**src/rtl/prog_loader_pkg.sv**
```systemverilog
// Shared types and constants for the byte-stream program loader.
package prog_loader_pkg;

    typedef enum logic [2:0] {
        IDLE,
        HDR_BASE,
        HDR_LEN,
        DATA,
        CSUM,
        DONE,
        ERR
    } state_t;

    localparam int HDR_BYTES  = 4;
    localparam int WORD_BYTES = 4;

    // States in which the loader is consuming stream bytes.
    function automatic logic is_active(input state_t s);
        return (s == HDR_BASE) || (s == HDR_LEN) || (s == DATA) || (s == CSUM);
    endfunction

endpackage

```
**src/rtl/prog_loader_if.sv**
```systemverilog
// Byte-stream input handshake plus program memory write port of the loader.
interface prog_loader_if #(
    parameter int ADDR_W = 10
);
    logic [7:0]        in_data;
    logic              in_valid;
    logic              in_ready;
    logic              pm_we;
    logic [ADDR_W-1:0] pm_addr;
    logic [31:0]       pm_wdata;

    modport master (
        output in_data, in_valid,
        input  in_ready, pm_we, pm_addr, pm_wdata
    );

    modport slave (
        input  in_data, in_valid,
        output in_ready, pm_we, pm_addr, pm_wdata
    );
endinterface

```
**src/rtl/prog_loader_byte_assembler.sv**
```systemverilog
// Collects four stream bytes, MSB first, into a 32-bit word.
module byte_assembler
    import prog_loader_pkg::*;
(
    input  logic        clk,
    input  logic        rst,
    input  logic        clear,
    input  logic        accept,
    input  logic [7:0]  byte_in,
    output logic [31:0] word,
    output logic        word_done
);

    logic [23:0] shift;
    logic [1:0]  count;

    always_ff @(posedge clk or posedge rst) begin
        if (rst) begin
            shift <= '0;
            count <= '0;
        end else if (clear) begin
            shift <= '0;
            count <= '0;
        end else if (accept) begin
            shift <= {shift[15:0], byte_in};
            count <= count + 2'd1;
        end
    end

    // The word is complete in the same cycle its fourth byte is on the bus.
    assign word      = {shift, byte_in};
    assign word_done = accept && (count == 2'(WORD_BYTES - 1));

endmodule

```
**src/rtl/prog_loader.sv**
```systemverilog
// Frame parser and program memory writer; releases the core with cpu_run.
// Optional trailer checksum enabled by defining PROG_LOADER_CSUM_EN.
module prog_loader
    import prog_loader_pkg::*;
#(
    parameter int ADDR_W = 10,
    parameter int LEN_W  = 16
) (
    input  logic         clk,
    input  logic         rst,
    input  logic         load_start,
    prog_loader_if.slave bus,
    output logic [31:0]  start_pc,
    output logic         cpu_run,
    output logic         busy,
    output logic         err
);

    localparam logic [32:0] DEPTH     = 33'd1 << ADDR_W;
    localparam logic [32:0] LEN_LIMIT = 33'd1 << LEN_W;

`ifdef PROG_LOADER_CSUM_EN
    localparam state_t POST_DATA = CSUM;
`else
    localparam state_t POST_DATA = DONE;
`endif

    state_t            state, state_next;
    logic              accept;
    logic [31:0]       word;
    logic              word_done;
    logic [ADDR_W-1:0] addr_cnt;
    logic [LEN_W-1:0]  words_left;
    logic [32:0]       hdr_end;
    logic              hdr_bad;
`ifdef PROG_LOADER_CSUM_EN
    logic [31:0]       csum;
`endif

    assign accept = bus.in_valid && bus.in_ready;

    byte_assembler u_asm (
        .clk       (clk),
        .rst       (rst),
        .clear     (state_next != state),
        .accept    (accept),
        .byte_in   (bus.in_data),
        .word      (word),
        .word_done (word_done)
    );

    // Header is judged against the base latched in start_pc and the incoming count word.
    assign hdr_end = {1'b0, start_pc} + {1'b0, word};
    assign hdr_bad = ({1'b0, start_pc} >= DEPTH) || ({1'b0, word} >= LEN_LIMIT) || (hdr_end > DEPTH);

    always_ff @(posedge clk or posedge rst) begin
        if (rst) state <= IDLE;
        else     state <= state_next;
    end

    always_comb begin
        state_next   = state;
        bus.in_ready = is_active(state);
        busy         = is_active(state);
        err          = (state == ERR);
        case (state)
            IDLE, DONE, ERR: if (load_start) state_next = HDR_BASE;
            HDR_BASE:        if (word_done) state_next = HDR_LEN;
            HDR_LEN: begin
                if (word_done) begin
                    if (hdr_bad)           state_next = ERR;
                    else if (word == '0)   state_next = POST_DATA;
                    else                   state_next = DATA;
                end
            end
            DATA:            if (word_done && words_left == LEN_W'(1)) state_next = POST_DATA;
`ifdef PROG_LOADER_CSUM_EN
            CSUM:            if (word_done) state_next = (word == csum) ? DONE : ERR;
`endif
            default:         state_next = IDLE;
        endcase
    end

    // cpu_run waits one cycle in DONE so it trails the final write pulse.
    always_ff @(posedge clk or posedge rst) begin
        if (rst) begin
            bus.pm_we    <= 1'b0;
            bus.pm_addr  <= '0;
            bus.pm_wdata <= '0;
            start_pc     <= '0;
            cpu_run      <= 1'b0;
            addr_cnt     <= '0;
            words_left   <= '0;
`ifdef PROG_LOADER_CSUM_EN
            csum         <= '0;
`endif
        end else begin
            bus.pm_we <= 1'b0;
            cpu_run   <= (state == DONE) && (state_next == DONE);
            case (state)
`ifdef PROG_LOADER_CSUM_EN
                IDLE, DONE, ERR: if (load_start) csum <= '0;
`endif
                HDR_BASE: if (word_done) start_pc <= word;
                HDR_LEN: begin
                    if (word_done) begin
                        addr_cnt   <= start_pc[ADDR_W-1:0];
                        words_left <= word[LEN_W-1:0];
                    end
                end
                DATA: begin
                    if (word_done) begin
                        bus.pm_we    <= 1'b1;
                        bus.pm_addr  <= addr_cnt;
                        bus.pm_wdata <= word;
                        addr_cnt     <= addr_cnt + 1'b1;
                        words_left   <= words_left - 1'b1;
`ifdef PROG_LOADER_CSUM_EN
                        csum         <= csum + word;
`endif
                    end
                end
                default: ;
            endcase
        end
    end

endmodule
```
**src/flat_wrapper.sv**
```systemverilog
// flat-port wrapper written by rule: the top's interface ports become plain ports
module prog_loader_flat import prog_loader_pkg::*;
#(
    parameter int ADDR_W = 10,
    parameter int LEN_W  = 16
)
  (clk, rst, load_start, start_pc, cpu_run, busy, err, bus_in_data, bus_in_valid, bus_in_ready, bus_pm_we, bus_pm_addr, bus_pm_wdata);
  prog_loader_if #(.ADDR_W(ADDR_W)) bus_i ();
  input  logic clk;
  input  logic rst;
  input  logic load_start;
  output logic [31:0] start_pc;
  output logic cpu_run;
  output logic busy;
  output logic err;
  input wire logic [$bits(bus_i.in_data)-1:0] bus_in_data;
  input wire logic [$bits(bus_i.in_valid)-1:0] bus_in_valid;
  output wire logic [$bits(bus_i.in_ready)-1:0] bus_in_ready;
  output wire logic [$bits(bus_i.pm_we)-1:0] bus_pm_we;
  output wire logic [$bits(bus_i.pm_addr)-1:0] bus_pm_addr;
  output wire logic [$bits(bus_i.pm_wdata)-1:0] bus_pm_wdata;
  assign bus_i.in_data = bus_in_data;
  assign bus_i.in_valid = bus_in_valid;
  assign bus_in_ready = bus_i.in_ready;
  assign bus_pm_we = bus_i.pm_we;
  assign bus_pm_addr = bus_i.pm_addr;
  assign bus_pm_wdata = bus_i.pm_wdata;
  prog_loader #(.ADDR_W(ADDR_W), .LEN_W(LEN_W)) u_core (.clk(clk), .rst(rst), .load_start(load_start), .bus(bus_i), .start_pc(start_pc), .cpu_run(cpu_run), .busy(busy), .err(err));
endmodule
```
**config.mk**
```make
export PLATFORM = sky130hd
export DESIGN_NAME = prog_loader_flat
export DESIGN_NICKNAME = d
export VERILOG_FILES = /design/src/rtl/prog_loader_pkg.sv /design/src/rtl/prog_loader_if.sv /design/src/rtl/prog_loader_byte_assembler.sv /design/src/rtl/prog_loader.sv /design/src/flat_wrapper.sv
export SDC_FILE = /design/constraint.sdc
export NUM_CORES = 1
export LEC_CHECK = 0
export BUFFER_PORTS_ARGS = -buffer_cell sky130_fd_sc_hd__buf_2
export CAP_MARGIN = 20
export CORE_ASPECT_RATIO = 0.6
export CORE_UTILIZATION = 61
export CTS_BUF_LIST = sky130_fd_sc_hd__clkbuf_4 sky130_fd_sc_hd__clkbuf_8
export DETAILED_ROUTE_END_ITERATION = 8
export PLACE_DENSITY = 0.83
export SLEW_MARGIN = 10
export SYNTH_ARGS = -nofsm -noshare
export SYNTH_HDL_FRONTEND = slang
export SYNTH_SLANG_ARGS = --single-unit
export TNS_END_PERCENT = 5
```
**constraint.sdc**
```tcl
create_clock -name clk -period 6.05 [get_ports clk]
set_clock_uncertainty 0.1 [all_clocks]
set_input_delay 0.9075 -clock clk [delete_from_list [all_inputs] [get_ports clk]]
set_output_delay 0.9075 -clock clk [all_outputs]
set_load 0.01 [all_outputs]
```
Word-level counts from Yosys, hierarchy flattened
Index checks and enable logic that the tools add are counted.
Operators by class
  add/sub/neg operators: 4
  multipliers: 0
  div/mod/pow operators: 0
  $lt $le $gt $ge: 3
  equal/unequal tests: 12
  shifts and indexed selects: 0
  muxes and demuxes: 19
  bitwise gates (word level): 0
  reduce and logical (&&, ||, !) cells: 17
Operator list (count)
  2-to-1 mux 24 bit: 2
  adder 32 x 32 -> 33 bit: 1
  > comparator 33 x 11 -> 1 bit (second input constant): 1
  >= comparator 32 x 11 -> 1 bit (second input constant): 1
  >= comparator 32 x 17 -> 1 bit (second input constant): 1
  logical NOT 32 bit: 1
  2-to-1 mux 16 bit: 2
  one-hot mux 16 bit (2 select lines): 1
  2-to-1 mux 10 bit: 2
  one-hot mux 10 bit (2 select lines): 1
  2-to-1 mux 3 bit: 6
  equality test 16 x 1 -> 1 bit (second input constant): 1
  subtractor 16 x 1 -> 16 bit (second input constant): 1
  equality test 3 bit (second input constant): 4
  one-hot mux 3 bit (4 select lines): 1
  adder 10 x 1 -> 10 bit (second input constant): 1
  equality test 3 x 2 -> 1 bit (second input constant): 2
  logical OR 1 bit: 5
  logical AND 1 bit: 4
  2-to-1 mux 2 bit: 2
  != test 2 x 1 -> 1 bit (second input constant): 2
  AND reduction 2 bit: 2
  nonzero test 2 bit: 2
  equality test 3 x 1 -> 1 bit (second input constant): 1
  7 further kinds: 8
Storage, ports and cells
  bits in registers: 131
  bits in latches: 0
  memory bits (writable): 0
  bits in read-only memories: 0
  input bits: 12
  output and inout bits: 79
  word-level logic and storage cells: 65
  memories kept: 0

Depth between registers and ports, before layout
Gate-level depths: netlist of run 1.
  depth in word-level cells: 11
  mapped depth: 12
  gate-level depth less buffers: 12

Hierarchy
Synthesis of run 1 repeated with hierarchy kept, for this count alone.
Second synthesis, totals
  cell total of the unflattened synthesis: 825
  area, all modules: 8013.9 µm²
Modules (own cells, without submodules)
  prog_loader: instances 1, cells each 730, area an instance 6855.3 µm², seq. area each 2627.5 µm²
  byte_assembler: instances 1, cells each 95, area an instance 1158.6 µm², seq. area each 650.6 µm²

Least setup slack after synthesis of run 1
Ideal clock, no wire load.
  path type: input port to flip-flop
  start point: input port bus_in_data[6]
  end point: register u_core.state[1]
  library setup time: 0.125 ns
  arrival time: 3.727 ns
  required time: 5.825 ns
  setup slack: 2.098 ns
  stages: 11
  path buffers: 1
  cells stage by stage: ha_1 > buf_6 > a21o_1 > o311ai_0 > nand3_1 > a211o_1 > a31oi_1 > mux2_2 > or4b_2 > o41ai_2 > o21ai_1
Between the ends
  longest elaborated chain between the ends: 6
  elaborated cells on any way between the ends: 10
  classes of those cells: 1 x add/sub; 2 x order compare; 4 x mux; 3 x reduce/logical
Ends and longest elaborated chain
  start: declaration: line flat_wrapper.sv:16  | input wire logic [$bits(bus_i.in_data)-1:0] bus_in_data;
  adder 32 x 32 -> 33 bit / >= comparator 32 x 17 -> 1 bit (equally long branches): line prog_loader.sv:53, prog_loader.sv:54
  > comparator 33 x 11 -> 1 bit / logical OR 1 bit (equally long branches): line prog_loader.sv:54  | assign hdr_bad = ({1'b0, start_pc} >= DEPTH) || ({1'b0, word} >= LEN_LIMIT) || (hdr_end > DEPTH);
  logical OR 1 bit: line prog_loader.sv:54
  2-to-1 mux 3 bit *: line prog_loader.sv:71  | if (hdr_bad) state_next = ERR;
  2-to-1 mux 3 bit *: line prog_loader.sv:70  | if (word_done) begin
  one-hot mux 3 bit (4 select lines) *: line prog_loader.sv:66  | case (state)
  via u_core.state_next[1]: line prog_loader.sv:28  | state_t state, state_next;
  end signal: assignment: line prog_loader.sv:58  | else state <= state_next;
  end: declaration: line prog_loader.sv:28
Mark *: on every way through the listed nets, which the timed path passes. The rest lies on a longest branch.
A chain may end at the register's enable or synchronous reset.

Final worst setup path of run 1
  start point: register u_core.u_asm.shift[13]
  end point: register u_core.state[1]
Between the ends
  longest elaborated chain between the ends: 6
  elaborated cells on any way between the ends: 10
  classes of those cells: 1 x add/sub; 2 x order compare; 4 x mux; 3 x reduce/logical
Ends and longest elaborated chain
  start: declaration: line prog_loader_byte_assembler.sv:14  | logic [23:0] shift;
  start signal: assignment: line prog_loader_byte_assembler.sv:25  | shift <= {shift[15:0], byte_in};
  adder 32 x 32 -> 33 bit / >= comparator 32 x 17 -> 1 bit (equally long branches): line prog_loader.sv:53, prog_loader.sv:54
  > comparator 33 x 11 -> 1 bit / logical OR 1 bit (equally long branches): line prog_loader.sv:54
  logical OR 1 bit: line prog_loader.sv:54
  2-to-1 mux 3 bit *: line prog_loader.sv:71
  2-to-1 mux 3 bit *: line prog_loader.sv:70
  one-hot mux 3 bit (4 select lines) *: line prog_loader.sv:66
  via u_core.state_next[1]: line prog_loader.sv:28
Marks and branches as above.

==> results.sh, run 1 <==
export IMPL_internal_power_mw=2.40
export IMPL_drt_pass1_iterations=6
export IMPL_diodes=0
export IMPL_ys_types=56
export IMPL_min_from="u_core.bus.pm_wdata[26]$_DFFE_PP0P_"
export IMPL_hold_path_class="flop to flop"
export IMPL_coreArea_sq_mm=0.0123
export IMPL_holdWs_ns=0.407
export IMPL_finalSetupViolations=0
export IMPL_viasPerCell=6.72
export IMPL_cts_tree="built"
export IMPL_grt_max_degree=80
export IMPL_ys_ff_latch=131
export IMPL_drt_total_wl_mm=23.7
export IMPL_wl_per_cell_um=21.7
export IMPL_synth_area_per_cell_sq_um=9.28
export IMPL_final_nets=962
export IMPL_die_width_um=148
export IMPL_mostFrequentLayoutCell="dfrtp_1"
export IMPL_place_congestion=0.972
export IMPL_pwr_share_seq=0.362
export IMPL_synth_ff_type="dfrtp_1"
export IMPL_hpwlAfterDp_mm=17.1
export IMPL_switching_share=0.492
export IMPL_antenna_found_initial=0
export IMPL_timing_hold_violations_final=0
export IMPL_clkSinkCount=131
export IMPL_r2r_end="u_core.state[1]$_DFF_PP0_"
export IMPL_ys_seq_area_frac=0.418
export IMPL_worst_pin_slew_ns=1.12
export IMPL_synth_edf_count=0
export IMPL_timing_fmax_ghz=0.240
export IMPL_combPwrFrac=0.474
export IMPL_clk_pin_slew_ns=0.09
export IMPL_cp_start_kind="flop"
export IMPL_finalCritPeriodShare=0.687
export IMPL_drc=0
export IMPL_drv_slew=0
export IMPL_async_flop_share=1.00
export IMPL_fin_crit_ns=4.16
export IMPL_ctsResizeCount=0
export IMPL_io_buffers=90
export IMPL_ios=91
export IMPL_r2r_slack_ns=1.89
export IMPL_ys_warn_count=0
export IMPL_start_util=0.638
export IMPL_crit_required_ns=6.30
export IMPL_ff2ff_path_depth=11
export IMPL_drtIter0Drc=799
export IMPL_rsz0062_at_grt="no"
export IMPL_worstSetupEndpointType="flop"
export IMPL_synth_area_sq_mm=0.00784
export IMPL_fin_setup_tns_ns=0
export IMPL_grt_total_usage=0.366
export IMPL_clk_latency_ns=0.46
export IMPL_whs_path_depth=1
export IMPL_worstPathMaxFanout=7
export IMPL_ir_drop_mv=0.365
export IMPL_relSlewSlack=0.249
export IMPL_p_clk_frac=0.164
export IMPL_final_layout_size_suffix_gt1_frac=0.234
export IMPL_p_leak_nw=4.09
export IMPL_netlist_instances=845
export IMPL_antenna_left=0
export IMPL_cts_root_buf="clkbuf_8"
export IMPL_postCtsHoldBufs=0
export IMPL_layout_common_cells="dfrtp_1, nand2_1, a21oi_1"
export IMPL_syn_nets=894
export IMPL_startpoint="u_core.u_asm.shift[13]$_DFFE_PP0P_"
export IMPL_htree_levels=4
export IMPL_cap_violations=0
export IMPL_rr_startpoint="u_core.u_asm.shift[13]$_DFFE_PP0P_"
export IMPL_power_density_mw_per_mm2=540
export IMPL_worst_setup_path_type="flop to flop"
export IMPL_via_count=7335
export IMPL_fillCellCount=919
export IMPL_grt_pass1_vias=6640
export IMPL_grt_overflow_total=0
export IMPL_numCtsBuffers=17
export IMPL_crit_arrival_ns=4.40
export IMPL_grt_pass1_wl_mm=37.1
export IMPL_p_switching_mw=2.33
export IMPL_die_area_sq_mm=0.0133
export IMPL_placement_rows=31
export IMPL_area_growth_pct=11.5
export IMPL_die_h_um=89.8
export IMPL_post_cts_buffers=0
export IMPL_holdPathEnd="u_core.bus.pm_wdata[26]$_DFFE_PP0P_"
export IMPL_clockBufferDepth=2
export IMPL_status="complete, no violations"
synth_stat cells, types with 19 or more instances:
cell type	number	area, sq um
a21oi_1	98	490
clkbuf_1	33	124
dfrtp_1	131	3280
ha_1	36	450
mux2_2	75	845
nand2_1	99	372
nand3_1	52	260
nand4_1	19	119
nor2_1	41	154
nor3_1	25	125
nor4_1	22	138
o21ai_0	54	270
layer usage:
layer  track usage  wire (um)  vias to the layer above
met2         0.468       9230                      508
met3         0.135       3570                       46
li1              -          -                     3275
met4        0.0893        336                        0
met5             0          0                        -
met1         0.571      10600                     3506
through the flow:
step                      power (mW)  instance area (sq um)   util  instances  setup WS, ns
final                           4.72                   8740  0.711       1091          1.89
after global routing            4.98                   8740  0.711       1091          1.75
after CTS                       4.64                   8740  0.711       1091          2.03
after detailed placement        3.85                   8320  0.677       1059          1.57
after global placement          3.83                   8320  0.677       1059          1.59
after floorplan                 3.14                   7840      -        845          1.54
critical path, cell delays in order (launching register included):
cell and delay (ns):
dfrtp_1 0.47, ha_1 0.45, a21oi_1 0.49, nand2_1 0.11, a221oi_1 0.27, nand3_1 0.25
a211o_1 0.33, a31oi_1 0.19, mux2_2 0.35, or4b_2 0.73, o41ai_2 0.23, o21ai_1 0.08
power groups by stage:
stage / Combinational, mW / Clock (mW) / Sequential (mW)
after CTS: 2.18 / 0.780 / 1.67
final: 2.24 / 0.777 / 1.71
after global placement: 2.16 / 0 / 1.67
after detailed placement: 2.17 / 0 / 1.69
after global routing: 2.43 / 0.819 / 1.74
after floorplan: 1.58 / 0 / 1.56
sequential cells by signal, indices dropped and copies added (netlist names):
| register | count |
|---|---|
| u_core.bus.pm_we | 1 |
| u_core.u_asm.shift | 24 |
| u_core.words_left | 16 |
| u_core.u_asm.count | 2 |
| u_core.bus.pm_wdata | 32 |
| u_core.state | 3 |
| u_core.cpu_run | 1 |
| u_core.start_pc | 32 |
| u_core.addr_cnt | 10 |
| u_core.bus.pm_addr | 10 |
cell type report:
class / count / area, sq um / area share
clock inverters: 15 / 188 / 0.0215
clock buffers: 17 / 234 / 0.0268
multi-input cells: 654 / 4290 / 0.491
repair buffers: 96 / 495 / 0.0567
well taps: 165 / 206 / 0.0236
inverters: 13 / 51.3 / 0.00587
flip-flops and latches: 131 / 3280 / 0.375
kinds of logic (layout without fill, tap and decap cells):
kind of cell,after synthesis,after routing,synth area share
xor+xnor,20,20,0.0223
fa+ha+maj,38,38,0.0613
compound gates,224,224,0.168
simple gates,295,295,0.182
mux,77,77,0.110
buf+inv,60,141,0.0375
flops,131,131,0.418
worst max-delay path by stage:
stage,end,slack (ns),cells after the start
finish,u_core.state[1]$_DFF_PP0_,1.89,11
detailed placement,u_core.state[1]$_DFF_PP0_,1.57,13
global placement,u_core.state[1]$_DFF_PP0_,1.59,13
floorplan,u_core.addr_cnt[0]$_DFFE_PP0P_,1.54,1
CTS,u_core.state[1]$_DFF_PP0_,2.03,11
global route,u_core.state[1]$_DFF_PP0_,1.75,11
No activity file was read; power rests on OpenSTA's default activity.
==> run 2: changes to the inputs <==
--- a/config.mk
+++ b/config.mk
@@ -8,10 +8,10 @@
 export BUFFER_PORTS_ARGS = -buffer_cell sky130_fd_sc_hd__buf_2
 export CAP_MARGIN = 20
 export CORE_ASPECT_RATIO = 0.6
-export CORE_UTILIZATION = 61
+export CORE_UTILIZATION = 55
 export CTS_BUF_LIST = sky130_fd_sc_hd__clkbuf_4 sky130_fd_sc_hd__clkbuf_8
 export DETAILED_ROUTE_END_ITERATION = 8
-export PLACE_DENSITY = 0.83
+export PLACE_DENSITY = 0.79
 export SLEW_MARGIN = 10
 export SYNTH_ARGS = -nofsm -noshare
 export SYNTH_HDL_FRONTEND = slang
==> constraint.sdc (replaced) <==
create_clock -name clk -period 3.6 [get_ports clk]
set_clock_uncertainty 0.1 [all_clocks]
set_input_delay 0.54 -clock clk [delete_from_list [all_inputs] [get_ports clk]]
set_output_delay 0.54 -clock clk [all_outputs]
set_load 0.01 [all_outputs]
==> results.sh, run 2 (synthesis gave the netlist of run 1 again) <==
export IMPL_drt_total_wl_mm=26.8
export IMPL_antenna_left=0
export IMPL_violations="negative setup slack"
export IMPL_timing_hold_violations_final=0
export IMPL_numCtsBuffers=17
export IMPL_fillCellCount=1006
export IMPL_crit_path_top_delay_cell="or4b_4"
export IMPL_worstPathMaxFanout=5
export IMPL_seq_area_sq_mm=0.00328
export IMPL_ios=91
export IMPL_grt_pass1_wl_mm=40.0
export IMPL_grt_overflow_total=0
export IMPL_holdWs_ns=0.346
export IMPL_worst_pin_slew_ns=0.994
export IMPL_wl_met2_mm=10.4
export IMPL_htree_levels=4
export IMPL_final_cells=1253
export IMPL_fin_setup_tns_ns=-0.00186
export IMPL_fin_ws_ns=-0.00186
export IMPL_relSlewSlack=0.337
export IMPL_top_layer="met5"
export IMPL_finalSetupViolations=1
export IMPL_worstSetupEndpointType="flop"
export IMPL_viasPerCell=6.28
export IMPL_coreArea_sq_mm=0.0138
export IMPL_multiInputGateArea_sq_mm=0.00457
export IMPL_cp_common_cell="buf_6"
export IMPL_worst_setup_path_type="flop to flop"
export IMPL_timing_fmax_ghz=0.278
export IMPL_cap_violations=0
export IMPL_final_area_sq_mm=0.0101
export IMPL_crit_required_ns=3.83
export IMPL_die_h_um=94.5
export IMPL_via_count=7874
export IMPL_p_leak_nw=4.78
export IMPL_clk_pin_slew_ns=0.09
export IMPL_drtIter0Drc=894
export IMPL_hpwlAfterDp_mm=19.3
export IMPL_wl_met1_mm=11.9
export IMPL_grt_pass1_vias=6914
export IMPL_critPathTopFamily="compound AO/OA/AOI/OAI gates"
export IMPL_ir_drop_mv=0.478
export IMPL_crit_chain="ha_4 > buf_6 > a21oi_2 > nand2_1 > a221oi_2 > nand3_2 > buf_6 > a211o_1 > a31oi_1 > mux2_2 > or4b_4 > o41ai_2 > o21ai_1"
export IMPL_crit_buf_inv=2
export IMPL_cts_root_buf="clkbuf_8"
export IMPL_die_width_um=156
export IMPL_fin_util=0.731
export IMPL_place_congestion=1.03
export IMPL_placed_area_sq_mm=0.00931
export IMPL_drt_pass1_iterations=5
export IMPL_power_density_mw_per_mm2=927
export IMPL_drc=0
export IMPL_grt_max_degree=75
export IMPL_slowest_delay_ns=0.54
export IMPL_cts_tree="built"
export IMPL_wl_per_cell_um=21.4
export IMPL_die_area_sq_mm=0.0147
export IMPL_final_layout_size_suffix_gt1_frac=0.365
export IMPL_finalCritPeriodShare=1.00
export IMPL_final_nets=1097
export IMPL_top_regs="u_core.bus.pm_wdata: 32 flops, u_core.start_pc: 32 flops, u_core.u_asm.shift: 24 flops"
export IMPL_status="complete, but fails checks"
export IMPL_clockBufferDepth=2
export IMPL_rsz0062_at_grt="yes"
export IMPL_crit_arrival_ns=3.83
export IMPL_clkSinkCount=131
export IMPL_cp_start_kind="flop"
export IMPL_dp_cells=1211
export IMPL_placement_rows=33
export IMPL_diodes=0
export IMPL_layout_common_cells="buf_4, dfrtp_1, nand2_1"
export IMPL_clk_latency_ns=0.46
export IMPL_fin_crit_ns=3.60
export IMPL_area_growth_pct=28.6
export IMPL_io_buffers=90
export IMPL_met3_length_mm=4.16
export IMPL_mostFrequentLayoutCell="buf_4"
export IMPL_drv_slew=0
export IMPL_start_util=0.568
export IMPL_antenna_found_initial=0
export IMPL_hold_path_class="input port to flop"
export IMPL_grt_total_usage=0.366
[run 2: changes by cell type in the layout (fill, tap and decap cells not counted), sizes merged]
| cell | before | now |
|---|---|---|
| buf | 96 | 230 |
| bufinv | 0 | 1 |
| clkbuf | 17 | 18 |
| clkinv | 7 | 1 |
| clkinvlp | 1 | 3 |
| dlygate4sd3 | 0 | 1 |
| inv | 20 | 22 |
[run 2: worst reg2reg max path, stage by stage, from the launching register on]
cell      delay, ns
dfrtp_1        0.47
ha_4           0.28
buf_6          0.13
a21oi_2        0.13
nand2_1        0.09
a221oi_2       0.26
nand3_2        0.16
buf_6          0.15
a211o_1        0.24
a31oi_1        0.19
mux2_2         0.35
or4b_4         0.54
o41ai_2        0.28
o21ai_1        0.10
[run 2: routing by layer]
metal  GRT usage  vias to the layer above
met4      0.0719                        2
met2       0.467                      492
li1            -                     3533
met1       0.573                     3809
met3       0.129                       38
met5      0.0408                        -
[run 2: per-stage QoR]
stage / power [mW] / worst slack (ns)
floorplan: 5.27 / 0.0154
global placement: 7.29 / -0.328
CTS: 8.87 / 0.00990
detailed placement: 7.40 / -0.360
finish: 9.34 / -0.00186
global route: 9.86 / -0.128
[run 2: path summary, 6_finish.rpt]
kind                                                         start                            endpoint  slack [ns]  depth (start not counted)
min in group asynchronous                                      rst  u_core.bus.pm_wdata[5]$_DFFE_PP0P_        0.48                          3
worst min register to register   u_core.bus.pm_addr[6]$_DFFE_PP0P_   u_core.bus.pm_addr[6]$_DFFE_PP0P_        0.41                          1
worst max register to register  u_core.u_asm.shift[13]$_DFFE_PP0P_           u_core.state[1]$_DFF_PP0_      -0.002                         13
worst min-delay path                                    load_start            u_core.cpu_run$_DFF_PP0_        0.35                          3
max in group asynchronous                                      rst           u_core.state[1]$_DFF_PP0_        2.02                          4
worst max-delay path            u_core.u_asm.shift[13]$_DFFE_PP0P_           u_core.state[1]$_DFF_PP0_      -0.002                         13
[run 2: area by class of cell]
cell class	count	area share
multi-input cells	654	0.453
flip-flops and latches	131	0.325
repair buffers	231	0.152
clock buffers	18	0.0246
well taps	192	0.0238
clock inverters	14	0.0155
inverters	13	0.00521
[run 2: report_power, final]
| group | leakage (nW) | total (mW) | switching [mW] | internal, mW |
|---|---|---|---|---|
| sequential | 1.76 | 2.59 | 0.585 | 2.01 |
| clock | 0.202 | 1.32 | 0.723 | 0.601 |
| combinational | 2.82 | 5.43 | 3.01 | 2.42 |
| total | 4.78 | 9.34 | 4.32 | 5.03 |
[run 2: timing repair]
item | CTS | global route
resized for setup | 15 | 34
hold buffers | 1 | 0
setup endpoints to repair | 3 | 3
hold endpoints to repair | 12 | 0
pin swaps | 6 | 20
setup buffers | 2 | 7
==> run 3: changes to the inputs <==
--- a/config.mk
+++ b/config.mk
@@ -10,7 +10,9 @@
 export CORE_ASPECT_RATIO = 0.6
 export CORE_UTILIZATION = 55
 export CTS_BUF_LIST = sky130_fd_sc_hd__clkbuf_4 sky130_fd_sc_hd__clkbuf_8
+export CTS_CLUSTER_SIZE = 12
 export DETAILED_ROUTE_END_ITERATION = 8
+export MAX_ROUTING_LAYER = met4
 export PLACE_DENSITY = 0.79
 export SLEW_MARGIN = 10
 export SYNTH_ARGS = -nofsm -noshare
==> results.sh, run 3 (synthesis gave the netlist of run 1 again) <==
export IMPL_worst_pin_slew_ns=1.05
export IMPL_finalCritPeriodShare=0.997
export IMPL_ios=91
export IMPL_drv_slew=0
export IMPL_status="complete, no violations"
export IMPL_antenna_left=0
export IMPL_grt_pass1_vias=7119
export IMPL_cp_start_kind="flop"
export IMPL_finalSetupViolations=0
export IMPL_worstPathMaxFanout=3
export IMPL_die_h_um=94.5
export IMPL_rsz0062_at_grt="yes"
export IMPL_ir_drop_mv=0.539
export IMPL_crit_arrival_ns=3.80
export IMPL_via_count=7945
export IMPL_antenna_found_initial=2
export IMPL_clkSinkCount=131
export IMPL_cap_violations=0
export IMPL_layout_common_cells="buf_4, dfrtp_1, nand2_1"
export IMPL_hpwlAfterDp_mm=19.6
export IMPL_clk_latency_ns=0.45
export IMPL_grt_total_usage=0.386
export IMPL_drt_total_wl_mm=27.1
export IMPL_pre_cts_slack_ns=-0.395
export IMPL_area_growth_pct=26.1
export IMPL_hold_path_class="input port to asynchronous set/reset pin"
export IMPL_relSlewSlack=0.300
export IMPL_worst_setup_path_type="flop to flop"
export IMPL_die_width_um=156
export IMPL_drt_pass1_iterations=7
export IMPL_fin_util=0.717
export IMPL_drc=0
export IMPL_cts_root_buf="clkbuf_8"
export IMPL_viasPerCell=6.37
export IMPL_fin_setup_tns_ns=0
export IMPL_clk_pin_slew_ns=0.10
export IMPL_top_regs="u_core.bus.pm_wdata: 32 flops, u_core.start_pc: 32 flops, u_core.u_asm.shift: 24 flops"
export IMPL_final_area_sq_mm=0.00988
export IMPL_timing_hold_violations_final=0
export IMPL_grt_overflow_total=0
export IMPL_clockBufferDepth=2
export IMPL_power_density_mw_per_mm2=924
export IMPL_placement_rows=33
export IMPL_wl_per_cell_um=21.7
export IMPL_finalPower_mw=9.13
export IMPL_fin_crit_ns=3.59
export IMPL_final_layout_size_suffix_gt1_frac=0.351
export IMPL_timing_fmax_ghz=0.279
export IMPL_io_buffers=90
export IMPL_start_util=0.568
export IMPL_placed_area_sq_mm=0.00931
export IMPL_worstSetupEndpointType="flop"
export IMPL_final_nets=1089
export IMPL_grt_max_degree=52
export IMPL_cts_tree="built"
export IMPL_grt_pass1_wl_mm=40.8
export IMPL_drtIter0Drc=962
export IMPL_htree_levels=4
export IMPL_coreArea_sq_mm=0.0138
export IMPL_numCtsBuffers=17
export IMPL_p_leak_nw=4.72
export IMPL_place_congestion=1.02
export IMPL_fin_ws_ns=0.00990
export IMPL_crit_required_ns=3.81
export IMPL_die_area_sq_mm=0.0147
==> run 3: cell count changes in the layout (fill, tap and decap cells not counted), sizes merged <==
cell	before	now
buf	230	223
inv	22	19
clkinvlp	3	5
diode	0	2
clkinv	1	2
dlygate4sd3	1	0
==> run 3: per-layer routing <==
layer / up-vias / GRT usage / share of wire
li1: 3513 / - / -
met1: 3854 / 0.571 / 0.44
met2: 522 / 0.465 / 0.38
met3: 56 / 0.160 / 0.16
met4: 0 / 0.0997 / 0.019
met5: - / - / 0
==> run 3: per-stage QoR <==
stage | hold WS [ns] | instances
after floorplan | 0.350 | 845
after global placement | 0.383 | 1211
after detailed placement | 0.385 | 1211
after CTS | 0.137 | 1243
after global routing | 0.175 | 1247
final | 0.145 | 1247
==> run 3: area by class of cell <==
class / instances / area, sq um
flip-flops and latches: 131 / 3280
well taps: 192 / 240
repair buffers: 223 / 1470
fillers: 1035 / 3910
inverters: 13 / 52.6
clock inverters: 14 / 140
diodes: 2 / 5.00
multi-input cells: 654 / 4450
clock buffers: 18 / 248
==> run 3: worst paths after layout <==
| path | to | cells after the start | from | slack, ns |
|---|---|---|---|---|
| max | u_core.state[1]$_DFF_PP0_ | 13 | u_core.start_pc[0]$_DFFE_PP0P_ | 0.01 |
| min | u_core.bus.pm_wdata[3]$_DFFE_PP0P_ | 2 | rst | 0.14 |
| max reg2reg | u_core.state[1]$_DFF_PP0_ | 13 | u_core.start_pc[0]$_DFFE_PP0P_ | 0.01 |
| min reg2reg | u_core.words_left[13]$_DFFE_PP0P_ | 2 | u_core.words_left[13]$_DFFE_PP0P_ | 0.40 |
| max in group asynchronous | u_core.u_asm.shift[8]$_DFFE_PP0P_ | 3 | rst | 2.36 |
| min in group clk | u_core.cpu_run$_DFF_PP0_ | 3 | load_start | 0.34 |
==> run 3: power by group <==
part           total [mW]  internal, mW  switching [mW]  leakage [nW]
Combinational        5.27          2.29            2.98          2.78
Sequential           2.57          2.01           0.562          1.76
Clock                1.29         0.585           0.708         0.187
Total                9.13          4.88            4.25          4.72
==> run 3: critical path, stage by stage, from the launching register on <==
cell      delay [ns]
dfrtp_1         0.42
ha_4            0.19
fa_2            0.38
a211oi_2        0.22
buf_4           0.16
o21ai_1         0.07
nand2_1         0.14
a211oi_2        0.10
nor2_1          0.18
xnor2_1         0.08
or4_4           0.52
or4_4           0.53
o41ai_2         0.29
o21ai_1         0.08
==> run 3: timing repair <==
| action | CTS | global route |
|---|---|---|
| gates resized for setup | 16 | 17 |
| hold buffers | 0 | 0 |
| setup buffers | 0 | 2 |
| pin swaps | 6 | 9 |
| endpoints found under the setup margin | 3 | 3 |
